**config.mk**
```make
export PLATFORM = sky130hd
export DESIGN_NAME = cpu_seq
export DESIGN_NICKNAME = d
export VERILOG_FILES = /design/src/rtl/cpu_seq.sv
export SDC_FILE = /design/constraint.sdc
export NUM_CORES = 1
export LEC_CHECK = 0
export CAP_MARGIN = 10
export CORE_UTILIZATION = 25
export DETAILED_ROUTE_END_ITERATION = 8
export PLACE_DENSITY = 0.44
export SLEW_MARGIN = 20
export SYNTH_ARGS = -nofsm -noshare
export SYNTH_HDL_FRONTEND = slang
export SYNTH_SLANG_ARGS = --single-unit
```
**constraint.sdc**
```tcl
create_clock -name clk -period 2.8 [get_ports clk]
set_input_delay 0.56 -clock clk [delete_from_list [all_inputs] [get_ports clk]]
set_output_delay 0.56 -clock clk [all_outputs]
set_load 0.03 [all_outputs]
```
**src/rtl/cpu_seq.sv**
```systemverilog
// cpu_seq: variable-length fetch/decode/execute control sequencer with a RAM-ready
// handshake, halt/resume, wait timeout and end-of-instruction pulse. Optional: CPU_SEQ_ILLEGAL_TRAP_EN.
module cpu_seq #(
  parameter int MAX_CYCLES   = 12,
  parameter int CYCLE_W      = 4,
  parameter int WAIT_TIMEOUT = 15,
  parameter int STATE_W      = 8
) (
  input  logic               clk,
  input  logic               reset_cycle_n,
  input  logic [7:0]         instruction,
  input  logic               mem_ready,
  input  logic               resume,
  output logic [STATE_W-1:0] state,
  output logic [CYCLE_W-1:0] cycle,
  output logic [7:0]         opcode,
  output logic               instr_done,
  output logic               halted,
  output logic               fault
);

  typedef enum logic [4:0] {
    ST_NEXT       = 5'h00, ST_FETCH_PC   = 5'h01, ST_FETCH_INST = 5'h02,
    ST_HALT       = 5'h03, ST_JUMP       = 5'h04, ST_OUT        = 5'h05,
    ST_ALU_OUT    = 5'h06, ST_ALU_EXEC   = 5'h07, ST_MOV_STORE  = 5'h08,
    ST_MOV_FETCH  = 5'h09, ST_MOV_LOAD   = 5'h0A, ST_FETCH_SP   = 5'h0C,
    ST_PC_STORE   = 5'h0D, ST_TMP_JUMP   = 5'h0E, ST_RET        = 5'h0F,
    ST_INC_SP     = 5'h10, ST_SET_ADDR   = 5'h11, ST_IN         = 5'h12,
    ST_REG_STORE  = 5'h13, ST_SET_REG    = 5'h14, ST_LOAD_IMM   = 5'h15,
    ST_WAIT_RAM   = 5'h16, ST_FAULT      = 5'h17
  } state_e;

  typedef enum logic [7:0] {
    OP_NOP = 8'h00, OP_CALL = 8'h01, OP_RET = 8'h02, OP_OUT = 8'h03,
    OP_IN  = 8'h04, OP_HLT  = 8'h05, OP_CMP = 8'h06, OP_LDI = 8'h10,
    OP_JMP = 8'h18, OP_PUSH = 8'h20, OP_POP = 8'h28, OP_ALU = 8'h40,
    OP_MOV = 8'h80
  } op_e;

`ifdef CPU_SEQ_ILLEGAL_TRAP_EN
  localparam bit ILLEGAL_TRAP = 1'b1;
`else
  localparam bit ILLEGAL_TRAP = 1'b0;
`endif

  localparam int STALL_W = (WAIT_TIMEOUT < 1) ? 1 : $clog2(WAIT_TIMEOUT + 1);

  if (MAX_CYCLES < 10) begin : g_bad_max_cycles
    $error("cpu_seq: MAX_CYCLES must be at least 10");
  end
  if ((2 ** CYCLE_W) < MAX_CYCLES) begin : g_bad_cycle_w
    $error("cpu_seq: CYCLE_W too narrow for MAX_CYCLES");
  end
  if (STATE_W < 8) begin : g_bad_state_w
    $error("cpu_seq: STATE_W must be at least 8");
  end

  function automatic op_e decode(input logic [7:0] b);
    casez (b)
      8'b0000_0000: return OP_NOP;
      8'b0000_0001: return OP_CALL;
      8'b0000_0010: return OP_RET;
      8'b0000_0011: return OP_OUT;
      8'b0000_0100: return OP_IN;
      8'b0000_0101: return OP_HLT;
      8'b0000_0110: return OP_CMP;
      8'b0001_0???: return OP_LDI;
      8'b0001_1???: return OP_JMP;
      8'b0010_0???: return OP_PUSH;
      8'b0010_1???: return OP_POP;
      8'b01??_?000: return OP_ALU;
      8'b10??_????: return OP_MOV;
      default:      return OP_NOP;
    endcase
  endfunction

  function automatic logic is_legal(input logic [7:0] b);
    casez (b)
      8'b0000_0000, 8'b0000_0001, 8'b0000_0010, 8'b0000_0011,
      8'b0000_0100, 8'b0000_0101, 8'b0000_0110,
      8'b0001_????, 8'b0010_????, 8'b01??_?000, 8'b10??_????: return 1'b1;
      default: return 1'b0;
    endcase
  endfunction

  // Number of execute steps after c4; zero means c4 is already the last step.
  function automatic logic [2:0] seq_len(input op_e op);
    case (op)
      OP_CMP, OP_HLT:                         return 3'd1;
      OP_ALU, OP_JMP, OP_LDI, OP_PUSH:        return 3'd2;
      OP_MOV, OP_POP, OP_RET, OP_OUT, OP_IN:  return 3'd3;
      OP_CALL:                                return 3'd5;
      default:                                return 3'd0;
    endcase
  endfunction

  function automatic state_e seq_state(input op_e op, input logic [2:0] k);
    case (op)
      OP_CMP:  return ST_ALU_EXEC;
      OP_HLT:  return ST_HALT;
      OP_ALU:  return (k == 3'd0) ? ST_ALU_EXEC : ST_ALU_OUT;
      OP_JMP:  return (k == 3'd0) ? ST_FETCH_PC : ST_JUMP;
      OP_LDI:  return (k == 3'd0) ? ST_FETCH_PC : ST_LOAD_IMM;
      OP_PUSH: return (k == 3'd0) ? ST_FETCH_SP : ST_REG_STORE;
      OP_MOV:  return (k == 3'd0) ? ST_MOV_FETCH : (k == 3'd1) ? ST_MOV_LOAD : ST_MOV_STORE;
      OP_POP:  return (k == 3'd0) ? ST_INC_SP : (k == 3'd1) ? ST_FETCH_SP : ST_SET_REG;
      OP_RET:  return (k == 3'd0) ? ST_INC_SP : (k == 3'd1) ? ST_FETCH_SP : ST_RET;
      OP_OUT:  return (k == 3'd0) ? ST_FETCH_PC : (k == 3'd1) ? ST_SET_ADDR : ST_OUT;
      OP_IN:   return (k == 3'd0) ? ST_FETCH_PC : (k == 3'd1) ? ST_SET_ADDR : ST_IN;
      OP_CALL: begin
        case (k)
          3'd0:    return ST_FETCH_PC;
          3'd1:    return ST_SET_REG;
          3'd2:    return ST_FETCH_SP;
          3'd3:    return ST_PC_STORE;
          default: return ST_TMP_JUMP;
        endcase
      end
      default: return ST_FETCH_PC;
    endcase
  endfunction

  state_e             st;
  op_e                op_q;
  logic [7:0]         ir_q;
  logic [STALL_W-1:0] stall_q;
  logic [CYCLE_W-1:0] cycle_inc;
  logic [2:0]         exec_idx;
  state_e             exec_state;
  logic               exec_last;

  // Execute index of the step being entered on the next edge (meaningful from c4 on).
  assign cycle_inc  = cycle + CYCLE_W'(1);
  assign exec_idx   = 3'(cycle_inc - CYCLE_W'(5));
  assign exec_state = seq_state(op_q, exec_idx);
  assign exec_last  = ((exec_idx + 3'd1) == seq_len(op_q));

  assign state  = STATE_W'(st);
  assign opcode = op_q;

  // NOTE: all sequencer state uses non-blocking assignments so every register
  // updates from the values present before the edge, regardless of statement order.
  always_ff @(posedge clk or negedge reset_cycle_n) begin
    if (!reset_cycle_n) begin
      st         <= ST_FETCH_PC;
      cycle      <= '0;
      op_q       <= OP_NOP;
      ir_q       <= '0;
      stall_q    <= '0;
      instr_done <= 1'b0;
      halted     <= 1'b0;
      fault      <= 1'b0;
    end else if (st == ST_FAULT) begin
      instr_done <= 1'b0;
    end else if (st == ST_HALT) begin
      instr_done <= 1'b0;
      if (resume) begin
        st     <= ST_FETCH_PC;
        cycle  <= '0;
        halted <= 1'b0;
      end
    end else if (instr_done || (cycle >= CYCLE_W'(MAX_CYCLES - 1))) begin
      st         <= ST_FETCH_PC;
      cycle      <= '0;
      instr_done <= 1'b0;
    end else begin
      instr_done <= 1'b0;
      cycle      <= cycle_inc;
      case (cycle)
        CYCLE_W'(0): st <= ST_WAIT_RAM;
        CYCLE_W'(1): begin
          if (mem_ready) begin
            st      <= ST_FETCH_INST;
            stall_q <= '0;
          end else begin
            cycle <= cycle;
            if (WAIT_TIMEOUT != 0) begin
              stall_q <= stall_q + STALL_W'(1);
              if (stall_q == STALL_W'(WAIT_TIMEOUT - 1)) begin
                st    <= ST_FAULT;
                fault <= 1'b1;
              end
            end
          end
        end
        CYCLE_W'(2): begin
          st   <= ST_NEXT;
          ir_q <= instruction;
        end
        CYCLE_W'(3): begin
          st         <= ST_NEXT;
          op_q       <= decode(ir_q);
          instr_done <= (decode(ir_q) == OP_NOP) && (!ILLEGAL_TRAP || is_legal(ir_q));
        end
        default: begin
          if (ILLEGAL_TRAP && (cycle == CYCLE_W'(4)) && !is_legal(ir_q)) begin
            st    <= ST_FAULT;
            fault <= 1'b1;
          end else begin
            st         <= exec_state;
            instr_done <= exec_last;
            halted     <= (exec_state == ST_HALT);
          end
        end
      endcase
    end
  end

endmodule

```
==> results.cfg <==
[run_status]
status = finished clean

[final_layout]
layout_common_cells = nand2_1, dfrtp_1, clkdlybuf4s50_1, nor2_1, nand3_1
fillCellCount = 934
diodes = 0
layout-drive-gt1-share = 0.107
utilization = 0.317
multiInputGateArea_mm2 = 0.00139
layout_commonest_cell = nand2_1
seqCellArea_um2 = 802
nNetsFinal = 319
postLayoutCellArea_mm2 = 0.00279
synthToLayoutAreaGrowth_pct = 21.7

[cts]
cts_resized = 0
clkLatencyLatePin_ns = 0.28
clockBufferDepth = 2
htreeDepth = 2
clkSinkCount = 32
cts_hold_buf = 0
cts_root_buffer = clkbuf_8
cts_tree = yes
cts.reportedPaths.clkPinSlew_ns = 0.07
numCtsBuffers = 5
post_cts_buffers = 0

[place]
dpl-instance-area_mm2 = 0.00269
place_congestion = 0.833
hpwl_um = 4540
io_buffers = 31

[synth]
syn_area_mm2 = 0.00229
synth_cell_types = 54
synthArstFlopShare = 1.00
syn_avg_cell_area_um2 = 8.55
ys_seq_elements = 32
yosysSeqAreaShare = 0.350
syn_inst = 268
synth_warnings = 0
synth_enable_flop_cells = 0
synth_flop_cell = dfrtp_1

[global_routing]
antenna_found_initial = 0
overflow = 0
grt_max_degree = 33
grt_pass1_vias = 2034
grt_pass1_wl_um = 10100
grtUsageTotal = 0.130

[pwr]
swShare = 0.485
pwr-share-clk = 0.118
pwr-share-seq = 0.292
ir_worst_vdd_uv = 410
internal-power_mw = 1.70
power.density_mw_per_mm2 = 1180
p_switching_mw = 1.60
leakagePower_nw = 1.17
comb_power_share = 0.590

[critical_path]
path_class = flop to flop
required_ns = 2.95
cpMaxStageDelayCell = or4_1
startpoint_type = flop
end_kind = flop
critPathMaxFanout = 11
slowest_delay_ns = 0.50
cp_top_family = simple AND/OR/NAND/NOR gates
crit_path_cell_trace = inv_1 -> ha_1 -> and2_1 -> nor4_1 -> o31a_1 -> or4_1 -> nor2_1 -> o31ai_1
arrival_ns = 2.62
cp.buffers_inverters = 1

[floorplanning]
core_area_mm2 = 0.00881
ios = 35
rows = 34
dieArea_mm2 = 0.00956
start_util = 0.260
die_w_um = 97.8
die_y_um = 97.8

[timing]
tns_ns = 0
whs_ns = 0.460
fin_skew_ns = 0.00420
finalSetupViolCount = 0
fmax_mhz = 405
maxSlewHeadroom = 0.583
tightest_slew_ns = 0.621
rsz0062_at_grt = false
timing.final.crit_share = 0.881
period_minus_slack_ns = 2.47
slew_viol_final = 0
hold_viol = 0

[drt]
routed_wl_um = 5900
vias_per_cell = 5.09
vias = 2066
first_pass_iters = 4
drc_errors = 0
ant_nets = 0
drtIter0Drc = 89
routedWlPerCell_um = 14.5

[run]
cap_violations = 0

[hold_path]
hold_class = flop to flop
cell usage after synthesis (8+ instances only):
cell type	number	area, µm²
a21oi_1	10	50.1
buf_2	8	40.0
dfrtp_1	31	776
nor2_1	16	60.1
nand3_1	16	80.1
o21ai_0	15	75.1
nand4_1	9	56.3
nor3_1	13	65.1
nand2_1	37	139
mux2_2	8	90.1
ha_1	9	113
final cells by class:
| type | instances | area share |
|---|---|---|
| Multi-Input combinational cell | 217 | 0.497 |
| Sequential cell | 32 | 0.287 |
| Timing Repair Buffer | 36 | 0.125 |
| Tap cell | 108 | 0.0484 |
| Clock buffer | 7 | 0.0345 |
| Inverter | 6 | 0.00807 |
power groups by stage:
| stage | clock, mW | combinational, mW | sequential [mW] |
|---|---|---|---|
| 2_1_floorplan | 0 | 1.33 | 1.02 |
| 3_3_place_gp | 0 | 1.98 | 0.973 |
| 3_5_place_dp | 0 | 1.96 | 0.976 |
| 4_1_cts | 0.403 | 1.97 | 0.969 |
| 5_1_grt | 0.424 | 2.15 | 1.02 |
| 6_report | 0.388 | 1.95 | 0.964 |
metrics by stage:
step | worst slack, ns | power, mW | instances
2_1_floorplan | 0.571 | 2.35 | 270
3_3_place_gp | 0.408 | 2.95 | 399
3_5_place_dp | 0.350 | 2.93 | 399
4_1_cts | 0.320 | 3.34 | 406
5_1_grt | 0.113 | 3.60 | 406
6_report | 0.333 | 3.30 | 406
state kept, by name, summed over array words and instances (netlist names):
signal / count
ir_q: 8
opcode: 8
st: 5
cycle: 4
stall_q: 4
fault: 1
halted: 1
instr_done: 1
cell families after synthesis:
kind of cell,Yosys count,share of synthesized area
AO/OA/AOI/OAI,56,0.169
XOR/XNOR,9,0.0344
adder cells (fa/ha/maj),9,0.0491
buffers and inverters,21,0.0486
flip-flops,32,0.350
multiplexers,8,0.0393
other,1,0.00164
AND/OR/NAND/NOR,132,0.308
worst paths after layout:
kind | start | to | slack [ns] | depth (start not counted)
min | fault$_DFFE_PN0P_ | fault$_DFFE_PN0P_ | 0.46 | 1
max | cycle[0]$_DFFE_PN0P_ | st[2]$_DFFE_PN0P_ | 0.33 | 8
min in group asynchronous | reset_cycle_n | ir_q[7]$_DFFE_PN0P_ | 0.68 | 2
max in group asynchronous | reset_cycle_n | st[0]$_DFFE_PN1P_ | 1.78 | 2
min reg2reg | fault$_DFFE_PN0P_ | fault$_DFFE_PN0P_ | 0.46 | 1
max reg2reg | cycle[0]$_DFFE_PN0P_ | st[2]$_DFFE_PN0P_ | 0.33 | 8
routing by layer:
layer | GRT usage | part of all wire
met5 | 0 | 0
met4 | 0.0524 | 0.021
met1 | 0.175 | 0.50
met2 | 0.209 | 0.46
met3 | 0.0208 | 0.022
Power figures use the tool's default switching activity.
